===== config.mk =====
export PLATFORM = sky130hd
export DESIGN_NAME = fp_mul_arbiter
export DESIGN_NICKNAME = d
export VERILOG_FILES = /design/src/rtl/fp_mul_arbiter.sv
export SDC_FILE = /design/constraint.sdc
export NUM_CORES = 2
export LEC_CHECK = 0
export BUFFER_PORTS_ARGS = -buffer_cell sky130_fd_sc_hd__buf_2
export CORE_UTILIZATION = 54
export DETAILED_ROUTE_END_ITERATION = 10
export PLACE_DENSITY = 0.77
export SYNTH_ARGS = -nofsm -noshare
export SYNTH_HDL_FRONTEND = slang
export SYNTH_SLANG_ARGS = --single-unit

===== constraint.sdc =====
create_clock -name clk -period 11.3 [get_ports clk]
set_clock_uncertainty 0.2 [all_clocks]
set_input_delay 3.39 -clock clk [delete_from_list [all_inputs] [get_ports clk]]
set_output_delay 3.39 -clock clk [all_outputs]
set_load 0.02 [all_outputs]

===== src/rtl/fp_mul_arbiter.sv =====
// rtl/fp_mul_arbiter.sv - two-requester round-robin arbiter around one shared FP32 multiplier
//
// Purpose:
//   Two requesters share one combinational single-precision multiplier.
//   The sequencer has three states:
//     IDLE - grant one request
//     CALC - register the product
//     RESP - present the result until the owner takes it
//   The product uses truncation only. Zero, Inf, NaN and denormal inputs get no special handling.
//
// Ports:
//   clk, rst                       rising-edge clock, synchronous active-high reset
//   reqN_valid/reqN_a/reqN_b       operand pair offered by requester N (N = 0, 1)
//   reqN_ready                     operands of requester N accepted this cycle
//   rspN_valid/rspN_result         product presented to requester N
//   rspN_ready                     requester N takes the product
//   busy                           an operation is outstanding
//   op_count                       completed response handshakes, wraps at 16 bits

module fp_mul_arbiter #(
    parameter int XLEN = 32
) (
    input  logic            clk,
    input  logic            rst,
    input  logic            req0_valid,
    input  logic [XLEN-1:0] req0_a,
    input  logic [XLEN-1:0] req0_b,
    output logic            req0_ready,
    input  logic            req1_valid,
    input  logic [XLEN-1:0] req1_a,
    input  logic [XLEN-1:0] req1_b,
    output logic            req1_ready,
    output logic            rsp0_valid,
    output logic [XLEN-1:0] rsp0_result,
    input  logic            rsp0_ready,
    output logic            rsp1_valid,
    output logic [XLEN-1:0] rsp1_result,
    input  logic            rsp1_ready,
    output logic            busy,
    output logic [15:0]     op_count
);

    localparam logic [1:0] S_IDLE = 2'd0;
    localparam logic [1:0] S_CALC = 2'd1;
    localparam logic [1:0] S_RESP = 2'd2;

    logic [1:0]      state_q,    state_d;
    logic            rr_ptr_q,   rr_ptr_d;
    logic            owner_q,    owner_d;
    logic [XLEN-1:0] a_q,        a_d;
    logic [XLEN-1:0] b_q,        b_d;
    logic [XLEN-1:0] result_q,   result_d;
    logic [15:0]     op_count_q, op_count_d;

    logic            grant0;
    logic            grant1;
    logic            owner_rsp_ready;

    // Multiplier datapath, always fed from the latched operands.
    logic [23:0]     man_a;
    logic [23:0]     man_b;
    logic [47:0]     prod;
    logic [9:0]      exp_sum;
    logic [22:0]     man_res;
    logic [31:0]     mul_full;
    logic [XLEN-1:0] mul_out;

    always_comb begin
        man_a    = {1'b1, a_q[22:0]};
        man_b    = {1'b1, b_q[22:0]};
        prod     = {24'b0, man_a} * {24'b0, man_b};
        // The bias is removed in 10 bits. Only the low 8 bits are kept, so over- and underflow wrap.
        exp_sum  = {2'b0, a_q[30:23]} + {2'b0, b_q[30:23]} - 10'd127 + {9'b0, prod[47]};
        man_res  = prod[47] ? prod[46:24] : prod[45:23];
        mul_full = {a_q[31] ^ b_q[31], exp_sum[7:0], man_res};
        mul_out  = XLEN'(mul_full);
    end

    // A lone valid requester always wins.
    // When both are valid, rr_ptr picks the winner.
    assign grant0 = req0_valid && (!req1_valid || !rr_ptr_q);
    assign grant1 = req1_valid && !grant0;

    assign owner_rsp_ready = owner_q ? rsp1_ready : rsp0_ready;

    always_comb begin
        state_d    = state_q;
        rr_ptr_d   = rr_ptr_q;
        owner_d    = owner_q;
        a_d        = a_q;
        b_d        = b_q;
        result_d   = result_q;
        op_count_d = op_count_q;
        case (state_q)
            S_IDLE: begin
                if (grant0 || grant1) begin
                    a_d     = grant0 ? req0_a : req1_a;
                    b_d     = grant0 ? req0_b : req1_b;
                    owner_d = grant1;
                    state_d = S_CALC;
                end
            end
            S_CALC: begin
                result_d = mul_out;
                state_d  = S_RESP;
            end
            S_RESP: begin
                // The non-owner's ready is ignored here.
                if (owner_rsp_ready) begin
                    state_d    = S_IDLE;
                    op_count_d = op_count_q + 16'd1;
                    rr_ptr_d   = ~owner_q;
                end
            end
            default: state_d = S_IDLE;
        endcase
    end

    always_ff @(posedge clk) begin
        if (rst) begin
            state_q    <= S_IDLE;
            rr_ptr_q   <= 1'b0;
            owner_q    <= 1'b0;
            a_q        <= '0;
            b_q        <= '0;
            result_q   <= '0;
            op_count_q <= 16'd0;
        end else begin
            state_q    <= state_d;
            rr_ptr_q   <= rr_ptr_d;
            owner_q    <= owner_d;
            a_q        <= a_d;
            b_q        <= b_d;
            result_q   <= result_d;
            op_count_q <= op_count_d;
        end
    end

    // Handshake outputs are masked while rst is high.
    // This holds even if the state flop still reads CALC/RESP in the reset cycle.
    assign req0_ready  = !rst && (state_q == S_IDLE) && grant0;
    assign req1_ready  = !rst && (state_q == S_IDLE) && grant1;
    assign rsp0_valid  = !rst && (state_q == S_RESP) && !owner_q;
    assign rsp1_valid  = !rst && (state_q == S_RESP) &&  owner_q;
    assign busy        = !rst && (state_q != S_IDLE);
    assign rsp0_result = result_q;
    assign rsp1_result = result_q;
    assign op_count    = op_count_q;

endmodule


==> flow_summary.json <==
{
  "setup_viol": 0,
  "synth_nets": 3598,
  "crit_end": "rsp0_result[30]$_SDFFE_PP0N_",
  "rr_worst_depth": 31,
  "dieHeight_um": 214,
  "dieArea_um2": 45800,
  "io_pins": 219,
  "seq_area_frac_synth_pct": 9.57,
  "antenna_left": 0,
  "core-area_um2": 44200,
  "routed-via-count": 19883,
  "worstMarginPinSlew_ns": 1.25,
  "die_w_um": 214,
  "drc": 0,
  "final_cell_mix": "574 x inv_1, 482 x fa_1, 444 x nand2_1, 217 x buf_2, 216 x and2_1",
  "critPathSlowestCell": "dfxtp_1",
  "min-delay-path-class": "flop to flop",
  "cts_made_buffers": 17,
  "arrival_ns": 10.04,
  "dominantRegCellSynth": "dfxtp_1",
  "rr_startpoint": "b_q[0]$_SDFFE_PP0P_",
  "dp_cells": 3469,
  "fin_crit_sh_pct": 87.5,
  "max_freq_ghz": 0.101,
  "ys_warn_count": 0,
  "final_hold_viol_count": 0,
  "antenna_found_initial": 1,
  "avgSynthCellArea_um2": 8.67,
  "status": "completed",
  "grt_max_degree": 67,
  "final_common_cell": "inv_1",
  "fin_cells": 3501,
  "relSlewSlack_pct": 16.6,
  "clock_latency_ns": 0.45,
  "cts.sinks": 116,
  "htreeDepth": 4,
  "clk_pin_slew_ns": 0.07,
  "crit_fanout": 19,
  "finalMaxSlewViolations": 0,
  "critPathCaptureType": "flop",
  "area_delta_synth_final_pct": 7.89,
  "synth.distinct_cells": 69,
  "period_minus_slack_ns": 9.89,
  "cp_slowest_stage_delay_ns": 0.76,
  "drt-total-wl_um": 72300,
  "cts_root_buf": "clkbuf_16",
  "synthCells": 2799,
  "grt_pass1_wl_um": 117000,
  "initial_core_util_pct": 54.9,
  "dr.first_iter.drc_count": 1364,
  "cp.required_ns": 11.45,
  "grt.overflow.total": 0,
  "io_buffers": 218,
  "synth-seq-cells": 116,
  "critPathLaunch": "b_q[0]$_SDFFE_PP0P_",
  "wl_per_cell_um": 20.6,
  "r2r-end": "rsp0_result[30]$_SDFFE_PP0N_",
  "critPathLaunchType": "flop",
  "layout.nets": 3695,
  "synth_edf_count": 0,
  "postCtsSetupBuffers": 0,
  "r2r_setup_slack_ns": 1.41,
  "diodes": 0,
  "holdBufCountCts": 0,
  "seqCellArea_um2": 2320,
  "finalWeightedCongestion": 0.967,
  "multi_input_area_um2": 19000,
  "grtUsageTotal_pct": 32.9,
  "path_class": "flop to flop",
  "synthArstFlopShare_pct": 0,
  "cts_tree": "yes",
  "hpwl_um": 56900,
  "fin_setup_tns_ns": 0,
  "grt_pass1_vias": 21882,
  "viasPerCell": 5.68,
  "drive_above_1_share_pct": 10.7,
  "nFillCells": 3749,
  "syn_area_um2": 24300,
  "maxCapViolations": 0,
  "drt_pass1_iterations": 6,
  "rsz0062_at_grt": "no",
  "cpMostUsedCell": "fa_1",
  "cts-resized-gates": 0,
  "row_count": 77,
  "cts_buffer_depth": 2
}
worst min-delay path by stage:
stage / start / end / cells past startpoint
after floorplan: b_q[24]$_SDFFE_PP0P_ / b_q[24]$_SDFFE_PP0P_ / 2
after global placement: a_q[20]$_SDFFE_PP0P_ / a_q[20]$_SDFFE_PP0P_ / 2
after detailed placement: a_q[20]$_SDFFE_PP0P_ / a_q[20]$_SDFFE_PP0P_ / 2
after CTS: a_q[24]$_SDFFE_PP0P_ / a_q[24]$_SDFFE_PP0P_ / 2
after global routing: a_q[24]$_SDFFE_PP0P_ / a_q[24]$_SDFFE_PP0P_ / 2
final: b_q[26]$_SDFFE_PP0P_ / b_q[26]$_SDFFE_PP0P_ / 2
worst max-delay path: cells and delay by family, from the launching register on:
family,cells,cell delay [ns]
adders and majority gates,9,4.11
xor gates and xnor gates,1,0.09
DFF,1,0.76
AOI/OAI and AO/OA,10,2.39
buffers and inverters,5,0.75
and+or+nand+nor,6,1.46
state kept, by name, indices dropped and copies added (netlist names):
signal / count
a_q: 32
b_q: 32
rsp0_result: 32
op_count: 16
state_q: 2
owner_q: 1
rr_ptr_q: 1
final cells by class:
| type | instances | area share, % |
|---|---|---|
| Clock buffer | 17 | 1.63 |
| Inverter | 578 | 8.29 |
| Timing Repair Buffer | 258 | 5.33 |
| Tap cell | 592 | 2.83 |
| Multi-Input combinational cell | 1925 | 72.5 |
| Clock inverter | 15 | 0.602 |
| Sequential cell | 116 | 8.87 |
kinds of logic (layout without fill, tap and decap cells):
logic type               Yosys count  count (layout)  synth area share (%)
XOR/XNOR                          43              43                  1.55
buffers and inverters            758             868                  12.3
multiplexers                      27              27                  1.11
adder cells (fa/ha/maj)          665             665                  49.2
AO/OA/AOI/OAI                    284             284                  8.41
AND/OR/NAND/NOR                  906             906                  17.8
flip-flops                       116             116                  9.57
metrics by stage:
step	hold WS (ns)	util, %	worst slack, ns	cell area, um^2
3_3_place_gp	0.260	57.9	1.76	25600
3_5_place_dp	0.268	57.9	1.54	25600
2_1_floorplan	0.243	-	2.81	24300
4_1_cts	0.278	59.2	1.50	26200
6_report	0.281	59.2	1.41	26200
5_1_grt	0.293	59.2	0.908	26200
per-layer routing:
layer | GRT usage, % | routed length, um | part of all wire [%]
met4 | 19.2 | 4620 | 6.4
met2 | 56.7 | 35500 | 49
met1 | 38.7 | 26200 | 36
met3 | 5.67 | 5980 | 8.3
met5 | 0 | 14 | 0.019
cell usage after synthesis, types with 6 or more instances:
cell type  number  share of area (%)
inv_1         574                8.9
fa_1          482                 40
nand2_1       444                6.9
and2_1        217                5.6
ha_1          183                9.4
clkbuf_1      135                2.1
dfxtp_1       116                9.6
nor2_1        104                1.6
a21oi_1        62                1.3
nand2b_1       57                1.5
a32oi_1        49                1.8
o21ai_0        46               0.95
buf_4          34                1.1
mux2i_1        27                1.1
xnor2_1        24               0.87
nand3_1        23               0.47
a21o_1         22               0.68
xor2_1         19               0.69
a21boi_0       17               0.53
a211oi_1       16               0.50
nand4_1        14               0.36
o21bai_1       11               0.34
nor3_1         10               0.21
a311oi_1        9               0.32
a31oi_1         7               0.18
and3_1          7               0.18
nor2b_1         7               0.18
a311oi_2        6               0.37
buf_1           6              0.093
o21a_1          6               0.19
Power is left out: the tool's default activity adds up to more than one toggle a clock period on the data nets, which glitch-free logic cannot reach.
